### src/rtl/load_store_unit_pkg.sv
// Shared definitions for the load/store unit: RV32I funct3 encodings,
// completion cause codes and the request legality check.
package load_store_unit_pkg;

    localparam logic [2:0] FUNCT3_LB  = 3'd0;
    localparam logic [2:0] FUNCT3_LH  = 3'd1;
    localparam logic [2:0] FUNCT3_LW  = 3'd2;
    localparam logic [2:0] FUNCT3_LBU = 3'd4;
    localparam logic [2:0] FUNCT3_LHU = 3'd5;
    localparam logic [2:0] FUNCT3_SB  = 3'd0;
    localparam logic [2:0] FUNCT3_SH  = 3'd1;
    localparam logic [2:0] FUNCT3_SW  = 3'd2;

    localparam logic [1:0] CAUSE_NONE       = 2'd0;
    localparam logic [1:0] CAUSE_MISALIGNED = 2'd1;
    localparam logic [1:0] CAUSE_ILLEGAL    = 2'd2;
    localparam logic [1:0] CAUSE_TIMEOUT    = 2'd3;

    // Classify an incoming request; an illegal funct3 outranks misalignment.
    function automatic logic [1:0] request_cause(input logic       we,
                                                 input logic [2:0] funct3,
                                                 input logic [1:0] addr_lo);
        logic illegal;
        logic misaligned;
        if (we)
            illegal = (funct3 > FUNCT3_SW);
        else
            illegal = (funct3 == 3'd3) || (funct3 == 3'd6) || (funct3 == 3'd7);
        misaligned = ((funct3[1:0] == 2'd1) && addr_lo[0]) ||
                     ((funct3[1:0] == 2'd2) && (addr_lo != 2'd0));
        if (illegal)
            return CAUSE_ILLEGAL;
        else if (misaligned)
            return CAUSE_MISALIGNED;
        else
            return CAUSE_NONE;
    endfunction

endpackage

### src/rtl/lsu_align.sv
// Byte-lane alignment for the load/store unit: store-side byte enables and
// lane-replicated write data, load-side lane extraction and extension.
module lsu_align
    import load_store_unit_pkg::*;
(
    input  logic [2:0]  store_funct3,
    input  logic [1:0]  store_addr_lo,
    input  logic [31:0] store_wdata,
    output logic [3:0]  store_be,
    output logic [31:0] store_data,
    input  logic [2:0]  load_funct3,
    input  logic [1:0]  load_addr_lo,
    input  logic [31:0] load_word,
    output logic [31:0] load_data
);

    logic [7:0]  lane_byte;
    logic [15:0] lane_half;

    // Store formatting: replicate the operand into every lane it may land on.
    always_comb begin
        store_be   = 4'b0000;
        store_data = store_wdata;
        case (store_funct3)
            FUNCT3_SB: begin
                store_be   = 4'b0001 << store_addr_lo;
                store_data = {4{store_wdata[7:0]}};
            end
            FUNCT3_SH: begin
                store_be   = store_addr_lo[1] ? 4'b1100 : 4'b0011;
                store_data = {2{store_wdata[15:0]}};
            end
            FUNCT3_SW: begin
                store_be   = 4'b1111;
                store_data = store_wdata;
            end
            default: begin
                store_be   = 4'b0000;
                store_data = store_wdata;
            end
        endcase
    end

    assign lane_byte = load_word[{load_addr_lo, 3'b000} +: 8];
    assign lane_half = load_addr_lo[1] ? load_word[31:16] : load_word[15:0];

    // Load formatting: pick the addressed lane, then sign- or zero-extend.
    always_comb begin
        load_data = 32'd0;
        case (load_funct3)
            FUNCT3_LB:  load_data = {{24{lane_byte[7]}}, lane_byte};
            FUNCT3_LH:  load_data = {{16{lane_half[15]}}, lane_half};
            FUNCT3_LW:  load_data = load_word;
            FUNCT3_LBU: load_data = {24'd0, lane_byte};
            FUNCT3_LHU: load_data = {16'd0, lane_half};
            default:    load_data = 32'd0;
        endcase
    end

endmodule

### src/rtl/load_store_unit.sv
// Data-memory access stage: turns a core load/store into a req/ack memory
// transaction, stalls the core until it completes, and returns load data.
module load_store_unit
    import load_store_unit_pkg::*;
#(
    parameter int unsigned TIMEOUT_CYCLES = 255
) (
    input  logic        clk_i,
    input  logic        rst_i,
    input  logic        lsu_req_i,
    input  logic        lsu_we_i,
    input  logic [2:0]  lsu_funct3_i,
    input  logic [31:0] lsu_addr_i,
    input  logic [31:0] lsu_wdata_i,
    output logic        lsu_stall_o,
    output logic        lsu_done_o,
    output logic [31:0] lsu_rdata_o,
    output logic        lsu_fault_o,
    output logic [1:0]  lsu_cause_o,
    output logic        dmem_req_o,
    output logic        dmem_we_o,
    output logic [31:0] dmem_addr_o,
    output logic [3:0]  dmem_be_o,
    output logic [31:0] dmem_wdata_o,
    input  logic        dmem_ack_i,
    input  logic [31:0] dmem_rdata_i
);

    typedef enum logic [1:0] {IDLE, BUSY, DONE} state_t;

    // A zero timeout still needs a one-bit counter to keep the code legal.
    localparam int unsigned COUNT_W = (TIMEOUT_CYCLES > 0) ? $clog2(TIMEOUT_CYCLES + 1) : 1;

    state_t             state;
    state_t             next_state;
    logic [COUNT_W-1:0] count;
    logic [2:0]         op_funct3;
    logic [1:0]         op_addr_lo;
    logic [1:0]         req_cause;
    logic               acked;
    logic               expired;
    logic [3:0]         fmt_be;
    logic [31:0]        fmt_wdata;
    logic [31:0]        fmt_rdata;

    assign req_cause = request_cause(lsu_we_i, lsu_funct3_i, lsu_addr_i[1:0]);
    assign acked     = (state == BUSY) && dmem_ack_i;
    // The counter holds completed BUSY cycles, so this cycle is the last one allowed.
    assign expired   = (TIMEOUT_CYCLES != 0) && ((32'(count) + 32'd1) == TIMEOUT_CYCLES);

    assign lsu_stall_o = lsu_req_i && (state != DONE);
    assign lsu_done_o  = (state == DONE);
    assign lsu_fault_o = (state == DONE) && (lsu_cause_o != CAUSE_NONE);

    lsu_align u_align (
        .store_funct3  (lsu_funct3_i),
        .store_addr_lo (lsu_addr_i[1:0]),
        .store_wdata   (lsu_wdata_i),
        .store_be      (fmt_be),
        .store_data    (fmt_wdata),
        .load_funct3   (op_funct3),
        .load_addr_lo  (op_addr_lo),
        .load_word     (dmem_rdata_i),
        .load_data     (fmt_rdata)
    );

    // State register.
    always_ff @(posedge clk_i or posedge rst_i) begin
        if (rst_i)
            state <= IDLE;
        else
            state <= next_state;
    end

    // Next-state logic; an ack on the expiry cycle completes normally.
    always_comb begin
        next_state = state;
        case (state)
            IDLE: begin
                if (lsu_req_i)
                    next_state = (req_cause == CAUSE_NONE) ? BUSY : DONE;
            end
            BUSY: begin
                if (acked || expired)
                    next_state = DONE;
            end
            DONE:    next_state = IDLE;
            default: next_state = IDLE;
        endcase
    end

    // Memory port, timeout counter, cause and load result registers.
    always_ff @(posedge clk_i or posedge rst_i) begin
        if (rst_i) begin
            dmem_req_o   <= 1'b0;
            dmem_we_o    <= 1'b0;
            dmem_addr_o  <= 32'd0;
            dmem_be_o    <= 4'd0;
            dmem_wdata_o <= 32'd0;
            op_funct3    <= 3'd0;
            op_addr_lo   <= 2'd0;
            count        <= '0;
            lsu_cause_o  <= CAUSE_NONE;
            lsu_rdata_o  <= 32'd0;
        end else begin
            case (state)
                IDLE: begin
                    if (lsu_req_i) begin
                        if (req_cause == CAUSE_NONE) begin
                            dmem_req_o   <= 1'b1;
                            dmem_we_o    <= lsu_we_i;
                            dmem_addr_o  <= {lsu_addr_i[31:2], 2'b00};
                            dmem_be_o    <= fmt_be;
                            dmem_wdata_o <= fmt_wdata;
                            op_funct3    <= lsu_funct3_i;
                            op_addr_lo   <= lsu_addr_i[1:0];
                            count        <= '0;
                        end else begin
                            lsu_cause_o <= req_cause;
                            if (!lsu_we_i)
                                lsu_rdata_o <= 32'd0;
                        end
                    end
                end
                BUSY: begin
                    count <= count + COUNT_W'(1);
                    if (acked) begin
                        dmem_req_o  <= 1'b0;
                        lsu_cause_o <= CAUSE_NONE;
                        if (!dmem_we_o)
                            lsu_rdata_o <= fmt_rdata;
                    end else if (expired) begin
                        dmem_req_o  <= 1'b0;
                        lsu_cause_o <= CAUSE_TIMEOUT;
                        if (!dmem_we_o)
                            lsu_rdata_o <= 32'd0;
                    end
                end
                default: ;
            endcase
        end
    end

endmodule
### config.mk
export PLATFORM = sky130hd
export DESIGN_NAME = load_store_unit
export DESIGN_NICKNAME = d
export VERILOG_FILES = /design/src/rtl/load_store_unit_pkg.sv /design/src/rtl/lsu_align.sv /design/src/rtl/load_store_unit.sv
export SDC_FILE = /design/constraint.sdc
export NUM_CORES = 1
export LEC_CHECK = 0
export ABC_AREA = 1
export CAP_MARGIN = 20
export CORE_MARGIN = 3
export CORE_UTILIZATION = 45
export DETAILED_ROUTE_END_ITERATION = 7
export HOLD_SLACK_MARGIN = 0.02
export PLACE_DENSITY = 0.85
export SLEW_MARGIN = 40
export SYNTH_ARGS = -nofsm -noshare
export SYNTH_HDL_FRONTEND = slang
export SYNTH_SLANG_ARGS = --single-unit
### constraint.sdc
create_clock -name clk_i -period 5.35 [get_ports clk_i]
set_input_delay 1.07 -clock clk_i [delete_from_list [all_inputs] [get_ports clk_i]]
set_output_delay 1.07 -clock clk_i [all_outputs]
set_load 0.02 [all_outputs]
# Word-level counts from Yosys, hierarchy flattened
# Index checks and enable logic that the tools add are counted.
dict set report word_totals {
  inputBits 104
  output_inout_bits 107
  word_cells 94
  regBits 117
}
dict set report classes {
  mux 33
  eq_ne 23
  magnitude_cmp 1
  shift 2
  n_addsub 2
  n_reduce_logical 22
}
# op count
set ops {}
lappend ops {{32-bit two-way mux} 7}
lappend ops {{32-bit one-hot mux with 5 select lines} 1}
lappend ops {{32-bit one-hot mux with 2 select lines} 2}
lappend ops {{32-bit by 6-bit indexed part select with 8-bit output} 1}
lappend ops {{16-bit two-way mux} 1}
lappend ops {{2-bit two-way mux} 8}
lappend ops {{8-bit two-way mux} 2}
lappend ops {{8-bit one-hot mux with 2 select lines} 1}
lappend ops {{3-bit equality test (second input constant)} 4}
lappend ops {{4-bit one-hot mux with 3 select lines} 1}
lappend ops {{2-bit inequality test (second input constant)} 5}
lappend ops {{8-bit by 1-bit adder with 9-bit output (second input constant)} 1}
lappend ops {{3-bit by 2-bit equality test with 1-bit output (second input constant)} 3}
lappend ops {{9-bit by 8-bit equality test with 1-bit output (second input constant)} 1}
lappend ops {{3-bit inequality test (second input constant)} 3}
lappend ops {{8-bit by 1-bit adder with 8-bit output (second input constant)} 1}
lappend ops {{2-bit one-hot mux with 2 select lines} 2}
lappend ops {{4-bit AND reduction} 2}
lappend ops {{7-bit AND reduction} 1}
lappend ops {{3-bit by 1-bit equality test with 1-bit output (second input constant)} 2}
lappend ops {{3-bit zero test} 2}
lappend ops {{1-bit two-way mux} 6}
lappend ops {{3-bit AND reduction} 2}
lappend ops {{2-bit nonzero test} 3}
lappend ops {{other kinds (11)} 21}

# Logic depth before layout (Yosys ltp)
# Gate-level depths: netlist of the first run.
dict set report logic_depth {
  ltp_word 9
  mapped_depth 13
  ltp_nobuf 12
}

# By module
# Synthesis of the first run repeated with hierarchy kept, for this count alone.
dict set report hier_totals {
  hier_cells 929
  hier_area_um2 6512.5
}
# module cells_each area_each_um2 seq_area_each_um2 instances
set by_module_without_submodules {}
lappend by_module_without_submodules {load_store_unit 635 5192.5 2927.8 1}
lappend by_module_without_submodules {lsu_align 294 1320.0 0.0 1}

# Worst setup path before layout of the first run
# OpenSTA, ideal clock, no wires.
dict set report synth_path {
  path_type {in2out}
  start {in lsu_req_i}
  end {out lsu_stall_o}
  t_required_ns 4.280
  n_path_buf 0
  path_slack_ns 2.875
  arrival_ns 1.405
  path_stages 2
  cell_sequence {inv_1 -> nor2_1}
}
dict set report synth_between {
  elab_chain_cells 1
}
# item line
set synth_lines {}
lappend synth_lines {{start: declaration} load_store_unit.sv:10} ;# input logic lsu_req_i,
lappend synth_lines {{1-bit logical AND} load_store_unit.sv:51} ;# assign lsu_stall_o = lsu_req_i && (state != DONE);
lappend synth_lines {{end: declaration} load_store_unit.sv:15} ;# output logic lsu_stall_o,
# Every way passes these cells.

# Worst setup path after layout of the first run
dict set report layout_path {
  start {in lsu_funct3_i[1]}
  end {reg dmem_wdata_o[21]}
}
dict set report layout_between {
  elab_chain_cells 7
  elab_cells_between_ends 19
  classes_between {1 x order compare; 6 x eq/ne; 4 x mux; 8 x reduce/logical}
}
# item line
set layout_lines {}
lappend layout_lines {{start: declaration} load_store_unit.sv:12} ;# input logic [2:0] lsu_funct3_i,
lappend layout_lines {{branches (longest 7 deep; another with 3-bit by 2-bit greater-than comparator with 1-bit output)} --}
lappend layout_lines {{end signal: assignment} load_store_unit.sv:114} ;# dmem_wdata_o <= fmt_wdata;
lappend layout_lines {{end: declaration} load_store_unit.sv:24} ;# output logic [31:0] dmem_wdata_o,
# Several ways; the timed one is not identified.
# A chain may end at the register's enable or synchronous reset.

==> results of run 1 <==
per-stage QoR:
| stage | setup WS, ps | util |
|---|---|---|
| floorplan | 1180 | - |
| global placement | 1410 | 0.615 |
| detailed placement | 1330 | 0.615 |
| CTS | 1770 | 0.665 |
| global route | 1480 | 0.665 |
| finish | 1750 | 0.665 |
registers in the layout, indices dropped and copies added, names as in the netlist, 2 cells and up:
name          count
lsu_cause_o       2
lsu_rdata_o      32
op_funct3         3
dmem_addr_o      30
dmem_wdata_o     32
state             2
op_addr_lo        2
count             8
dmem_be_o         4
final cells by class:
cell class / instances / area (um2)
Multi-Input combinational cell: 574 / 2680
Sequential cell: 117 / 2930
Fill cell: 1088 / 4460
Clock buffer: 25 / 515
Inverter: 64 / 245
Tap cell: 176 / 220
Timing Repair Buffer: 212 / 2110
Clock inverter: 7 / 140
placed cells by master, fill, tap and decap left out, types with 3 or more instances in the layout:
master / n
clkbuf_8: 6
nand2_2: 4
o22ai_1: 5
a31oi_1: 5
clkbuf_16: 17
dfrtp_1: 117
o21ai_1: 15
nand2_1: 329
buf_4: 4
nor3_1: 3
clkdlybuf4s50_1: 208
o21ai_0: 42
o211ai_1: 7
inv_1: 57
or2_2: 7
a21oi_1: 48
nand3_1: 28
nor2_1: 14
inv_2: 5
nand4_1: 37
bufinv_16: 4
nor2_4: 7
o21a_1: 11
power groups by stage:
stage / logic, mW / registers, mW / clock network (mW)
after floorplan: 0.821 / 1.72 / 0
after global placement: 1.92 / 1.43 / 0
after detailed placement: 1.95 / 1.44 / 0
after CTS: 1.97 / 1.43 / 1.26
after global routing: 2.13 / 1.48 / 1.31
final: 1.96 / 1.43 / 1.25
final timing paths:
kind | startpoint | endpoint | depth (start not counted)
max | lsu_funct3_i[1] | dmem_wdata_o[21]$_DFFE_PP0P_ | 10
max in group asynchronous | rst_i | count[4]$_DFFE_PP0P_ | 3
min | lsu_rdata_o[27]$_DFFE_PP0P_ | lsu_rdata_o[27]$_DFFE_PP0P_ | 2
max reg2reg | op_addr_lo[1]$_DFFE_PP0P_ | lsu_rdata_o[15]$_DFFE_PP0P_ | 11
min in group asynchronous | rst_i | lsu_rdata_o[17]$_DFFE_PP0P_ | 2
min reg2reg | lsu_rdata_o[27]$_DFFE_PP0P_ | lsu_rdata_o[27]$_DFFE_PP0P_ | 2
cell families (layout without fill, tap and decap cells):
kind of cell / after synthesis / after routing
other: 1 / 2
adder cells (fa/ha/maj): 2 / 2
AND/OR/NAND/NOR: 437 / 437
AO/OA/AOI/OAI: 133 / 133
buffers and inverters: 109 / 308
flip-flops: 117 / 117
routing by layer:
layer / vias to the layer above / share of wire / GRT usage
met3: 43 / 0.11 / 0.101
met5: - / 0 / 0
met4: 0 / 0.027 / 0.103
met1: 2862 / 0.39 / 0.300
met2: 340 / 0.46 / 0.384
li1: 2966 / - / -
worst max-delay path: cells and delay by family:
family,cells,cell delay (ps)
simple gates,5,1100
buf+inv,4,1550
compound gates,1,140
==> impl_results.md, run 1 <==
* Status: finished clean
* Maxcap violations at 0
* Post-route clock period utilization at 0.673
* IO Count at 211
* Synth area leaders: dfrtp_1, nand2_1, a21oi_1
* GRT overflow at 0
* Die W at 123 um
* Flop2flop setup slack at 2830 ps
* Final slew viol count at 0
* Pwr/cell area at 526 nW/um2
* Clock skew at 6.91 ps
* Compound-gate portion of the synthesized area at 0.118
* Initial Util at 0.461
* Antenna diodes at 0
* Post-synth top cells: nand2_1, dfrtp_1, inv_1
* Power, Total at 4.64 mW
* RSZ-0062 raised after global routing: no
* TritonCTS Sinks at 117
* Die Ht at 123 um
* Delay of the slowest cell on the worst path at 520 ps
* Ys async rst share at 1.00
* CP Capture Type: flip-flop
* Top-count cell post-synth: nand2_1
* Core Area at 13300 um2
* Post-CTS Hold Buffers at 0
* Inserted Clock Buffers at 17
* Post-Layout Cell Count at 1175
* Post-synthesis mux area share at 0
* Critical Path Fanout Max at 47
* GR Util All Layers at 0.245
* CP Launch Type: input pin
* Post-synth EDFFs at 0
* Number of DRC markers in iteration 0 at 614
* Post-synth top flop: dfrtp_1
* WP data arrival at 3900 ps
* # rows at 42
* Slew headroom at 0.446
* Least-Margin Pin Slew at 830 ps
* Post-Syn Area per Cell at 7.67 um2
* Final ANT Viol Nets at 0
* Simple-gate share of the synthesized area at 0.312
* Clock power frac at 0.268
* Worst vdd ir at 0.000352 V
* Post_cts resized at 0
* Placed Cells at 1143
* Sw frac at 0.380
* Routed Wire Length at 18.0 mm
* CTS Buffer Depth at 2
* Post-CTS Setup Inserts at 0
* Final Critical Period at 3600 ps
* Setup TNS at 0 ps
* Post-Synth XOR/XNOR Area at 0
* Synthesized instance count at 799
* Layout cells sized above 1 at 0.0651
* Global-route wire length before repair at 29.0 mm
* Syn. warnings at 0
* Clock tree from TritonCTS: built
* Hold WS at 468 ps
* Vias per inst at 5.29
* Post-Synth Adder-Cell Area at 0.00408
* P_int at 2.88 mW
* Wirelength per Cell at 15.3 um
* Largest family of logic cells by synthesized area: simple AND/OR/NAND/NOR gates
* P_leak at 4.16 nW
* Largest net degree at the start of global routing at 74
* Cell mode on critical path: buf_4
* Placed inst area at 8180 um2
* Post-synth top area share at 0.477
* Synth unique cells at 33
* Final hold vios at 0
* Synthesis-to-layout area growth at 44.1%
* I/O Buffers at 208
* Initial antenna violation count at 0
* Flop pwr share at 0.309
* HP Class: flip-flop to flip-flop
* Synth Register Bits at 117
* Detailed Place HPWL at 12.5 mm
* Clk pin slew, worst setup/hold paths at 50 ps
* Critical path type: input pin to flip-flop
* Die ar. at 15100 um2
* Area leader, netlist: dfrtp_1
* Via count at 6211
* Switching pwr at 1.77 mW
* Worst Path Required at 5650 ps
* Clock Latency Late Sink at 410 ps
* Register area share after synthesis at 0.477
* NumNets Final at 1092
* CP Cell Sequence: clkdlybuf4s50_1 -> nor2_1 -> inv_2 -> nand3_2 -> nand2_1 -> nor3_4 -> buf_4 -> buf_4 -> nand3_1 -> o21a_1
* DRC Markers at 0
* Comb pwr share at 0.423
* Slowest cell on the critical path: nor2_1
* Setup Viol. Count Final at 0
* GPL Wtd Cong at 0.887
* Vias in the first global route at 6010
* CTS H-tree lvls at 4
* Clock root cell: clkbuf_16
* Fin area at 8840 um2
* Fmax at 278 MHz
* Pre-Repair DR Iteration Count at 7
* Mapped cell area at 6130 um2
(Power assumes the default switching activity.)
==> run 2, diff against run 1 <==
Clock period 5.35 ns to 3.4 ns, I/O delays scaled along.
==> run 2 against run 1 <==
  * Register-to-register slack worse by 1900 ps
  * Routed wire length is 0.97% higher
  * Combinational power is 59% higher
  * Die area stayed put
  * Sequential cell count stayed put
  * Clock power is 45% higher
  * Power is 55% higher
  * Non-clock buffer count is 1 higher
  * Design area is 0.11% lower
  * Critical endpoint is now lsu_stall_o
==> impl_results.md, run 2 (synthesis results as in run 1) <==
* Cell mode on critical path: clkdlybuf4s50_1 (was buf_4)
* Multi-input logic area at 2680 um2 (unchanged)
* GRT overflow at 0 (unchanged)
* Critical Path Fanout Max at 3 (was 47)
* DP Worst Slack at 470 ps (was 1330 ps)
* Initial antenna violation count at 0 (unchanged)
* CP Cell Sequence: clkdlybuf4s50_1 -> inv_1 -> nor2_1 -> clkdlybuf4s50_1 (was clkdlybuf4s50_1 -> nor2_1 -> inv_2 -> nand3_2 -> nand2_1 -> nor3_4 -> buf_4 -> buf_4 -> nand3_1 -> o21a_1)
* Clock skew at 6.11 ps (was 6.91 ps)
* Final setup margin at 686 ps (was 1750 ps)
* Power, Total at 7.19 mW (was 4.64 mW)
* Fin util at 0.664 (was 0.665)
* Routed Wire Length at 18.2 mm (was 18.0 mm)
* Final slew viol count at 0 (unchanged)
* Post_cts resized at 0 (unchanged)
* Met2 Use GR at 0.392 (was 0.384)
* Status: finished clean (unchanged)
* Synthesis-to-layout area growth at 43.9% (was 44.1%)
* Critical path type: input pin to primary output (was input pin to flip-flop)
* TritonCTS Sinks at 117 (unchanged)
* Post-CTS Setup Inserts at 0 (unchanged)
* Most frequent cells in the layout: nand2_1, clkdlybuf4s50_1, dfrtp_1 (unchanged)
* Most Crowded Layer GR: met2 (unchanged)
* Antenna diodes at 0 (unchanged)
* CTS H-tree lvls at 4 (unchanged)
* Filler instances at 1081 (was 1088)
* Vias in the first global route at 5896 (was 6010)
* CP Capture Type: primary output (was flip-flop)
* Post-Layout Cell Count at 1176 (was 1175)
* NumNets Final at 1093 (was 1092)
* Largest net degree at the start of global routing at 105 (was 74)
* Post-CTS Hold Buffers at 0 (unchanged)
* Final ANT Viol Nets at 0 (unchanged)
* DRC Markers at 0 (unchanged)
* Delay of the slowest cell on the worst path at 620 ps (was 520 ps)
* Initial Util at 0.461 (unchanged)
* Final hold vios at 0 (unchanged)
* P_leak at 4.16 nW (about the same)
* Global-route wire length before repair at 29.2 mm (was 29.0 mm)
* Setup TNS at 0 ps (unchanged)
* Hold WS at 466 ps (was 468 ps)
* GR Util All Layers at 0.248 (was 0.245)
* Grt met3 use at 0.0949 (was 0.101)
* # rows at 42 (unchanged)
* Number of DRC markers in iteration 0 at 552 (was 614)
* Die Ht at 123 um (unchanged)
* Slowest cell on the critical path: clkdlybuf4s50_1 (was nor2_1)
* Clock tree from TritonCTS: built (unchanged)
* Post-route clock period utilization at 0.798
* Biggest regs: dmem_wdata_o (32), lsu_rdata_o (32), dmem_addr_o (30) (unchanged)
* Leading cell type in the layout, fill and taps excluded: nand2_1 (unchanged)
* IO Count at 211 (unchanged)
* Pre-Repair DR Iteration Count at 6 (was 7)
* Clk pin slew, worst setup/hold paths at 50 ps (about the same)
* Crit path max-delay family: buffers and inverters (unchanged)
* Die W at 123 um (unchanged)
* Core Area at 13300 um2 (unchanged)
* HP Class: flip-flop to flip-flop (unchanged)
* GPL Wtd Cong at 0.897 (was 0.887)
* Die ar. at 15100 um2 (unchanged)
* Fin area at 8830 um2 (was 8840 um2)
* Placed Cells at 1144 (was 1143)
* CTS Buffer Depth at 2 (unchanged)
* Layout cells sized above 1 at 0.0660 (was 0.0651)
* Detailed Place HPWL at 12.8 mm (was 12.5 mm)
* Met1 Use GR at 0.312 (was 0.300)
* Wirelength per Cell at 15.5 um (was 15.3 um)
* WP data arrival at 2030 ps (was 3900 ps)
* Placed inst area at 8220 um2 (was 8180 um2)
* Register area at 2930 um2 (unchanged)
* Via count at 6171 (was 6211)
* Worst Path Required at 2720 ps (was 5650 ps)
* Vias per inst at 5.25 (was 5.29)
* Clock root cell: clkbuf_16 (unchanged)
* Inserted Clock Buffers at 17 (unchanged)
* Pwr/cell area at 815 nW/um2 (was 526 nW/um2)
* I/O Buffers at 208 (unchanged)
* Final Critical Period at 2710 ps
* Clock Latency Late Sink at 410 ps (about the same)
* Setup Viol. Count Final at 0 (unchanged)
* Fmax at 369 MHz
* RSZ-0062 raised after global routing: no (unchanged)
* Worst vdd ir at 0.000518 V (was 0.000352 V)
* Maxcap violations at 0 (unchanged)
* CP Launch Type: input pin (unchanged)
* Least-Margin Pin Slew at 843 ps (was 830 ps)
* CP Buf/Inv Count at 3 (was 4)
* Slew headroom at 0.436 (was 0.446)
-- run 2: changes by cell type in the layout (fill, tap and decap cells not counted), sizes merged --
cell	change
inv	-1
clkbuf	-3
buf	+1
clkinv	+5
bufinv	-1
-- run 2: final cells by class --
type | instances | area share
flip-flops and latches | 117 | 0.332
multi-input cells | 574 | 0.303
repair buffers | 213 | 0.244
clock buffers | 22 | 0.0537
inverters | 64 | 0.0276
well taps | 176 | 0.0250
clock inverters | 10 | 0.0145
-- run 2: final timing paths --
kind,start,to,slack (ps),cells past startpoint
worst max-delay path,lsu_req_i,lsu_stall_o,690,4
worst min-delay path,dmem_wdata_o[15]$_DFFE_PP0P_,dmem_wdata_o[15]$_DFFE_PP0P_,470,2
worst max register to register,op_addr_lo[1]$_DFFE_PP0P_,lsu_rdata_o[15]$_DFFE_PP0P_,910,11
worst min register to register,dmem_wdata_o[15]$_DFFE_PP0P_,dmem_wdata_o[15]$_DFFE_PP0P_,470,2
max in group asynchronous,rst_i,lsu_rdata_o[26]$_DFFE_PP0P_,1960,3
min in group asynchronous,rst_i,dmem_wdata_o[28]$_DFFE_PP0P_,590,2
-- run 2: power breakdown --
group	total [mW]	switching (mW)	internal [mW]	leakage [nW]
clock	1.81	0.606	1.20	0.299
combinational	3.12	1.80	1.32	2.35
sequential	2.26	0.375	1.88	1.51
total	7.19	2.78	4.41	4.16
-- run 2: worst min-delay path, cell delays in order (launching register included) --
cell     delay [ps]
dfrtp_1         340
nand2_1          50
nand2_1          40
-- run 2: routing by layer --
metal | share of wire | routed length [um]
met1 | 0.40 | 7300
met4 | 0.021 | 377
met3 | 0.10 | 1810
met2 | 0.48 | 8700
met5 | 0 | 0
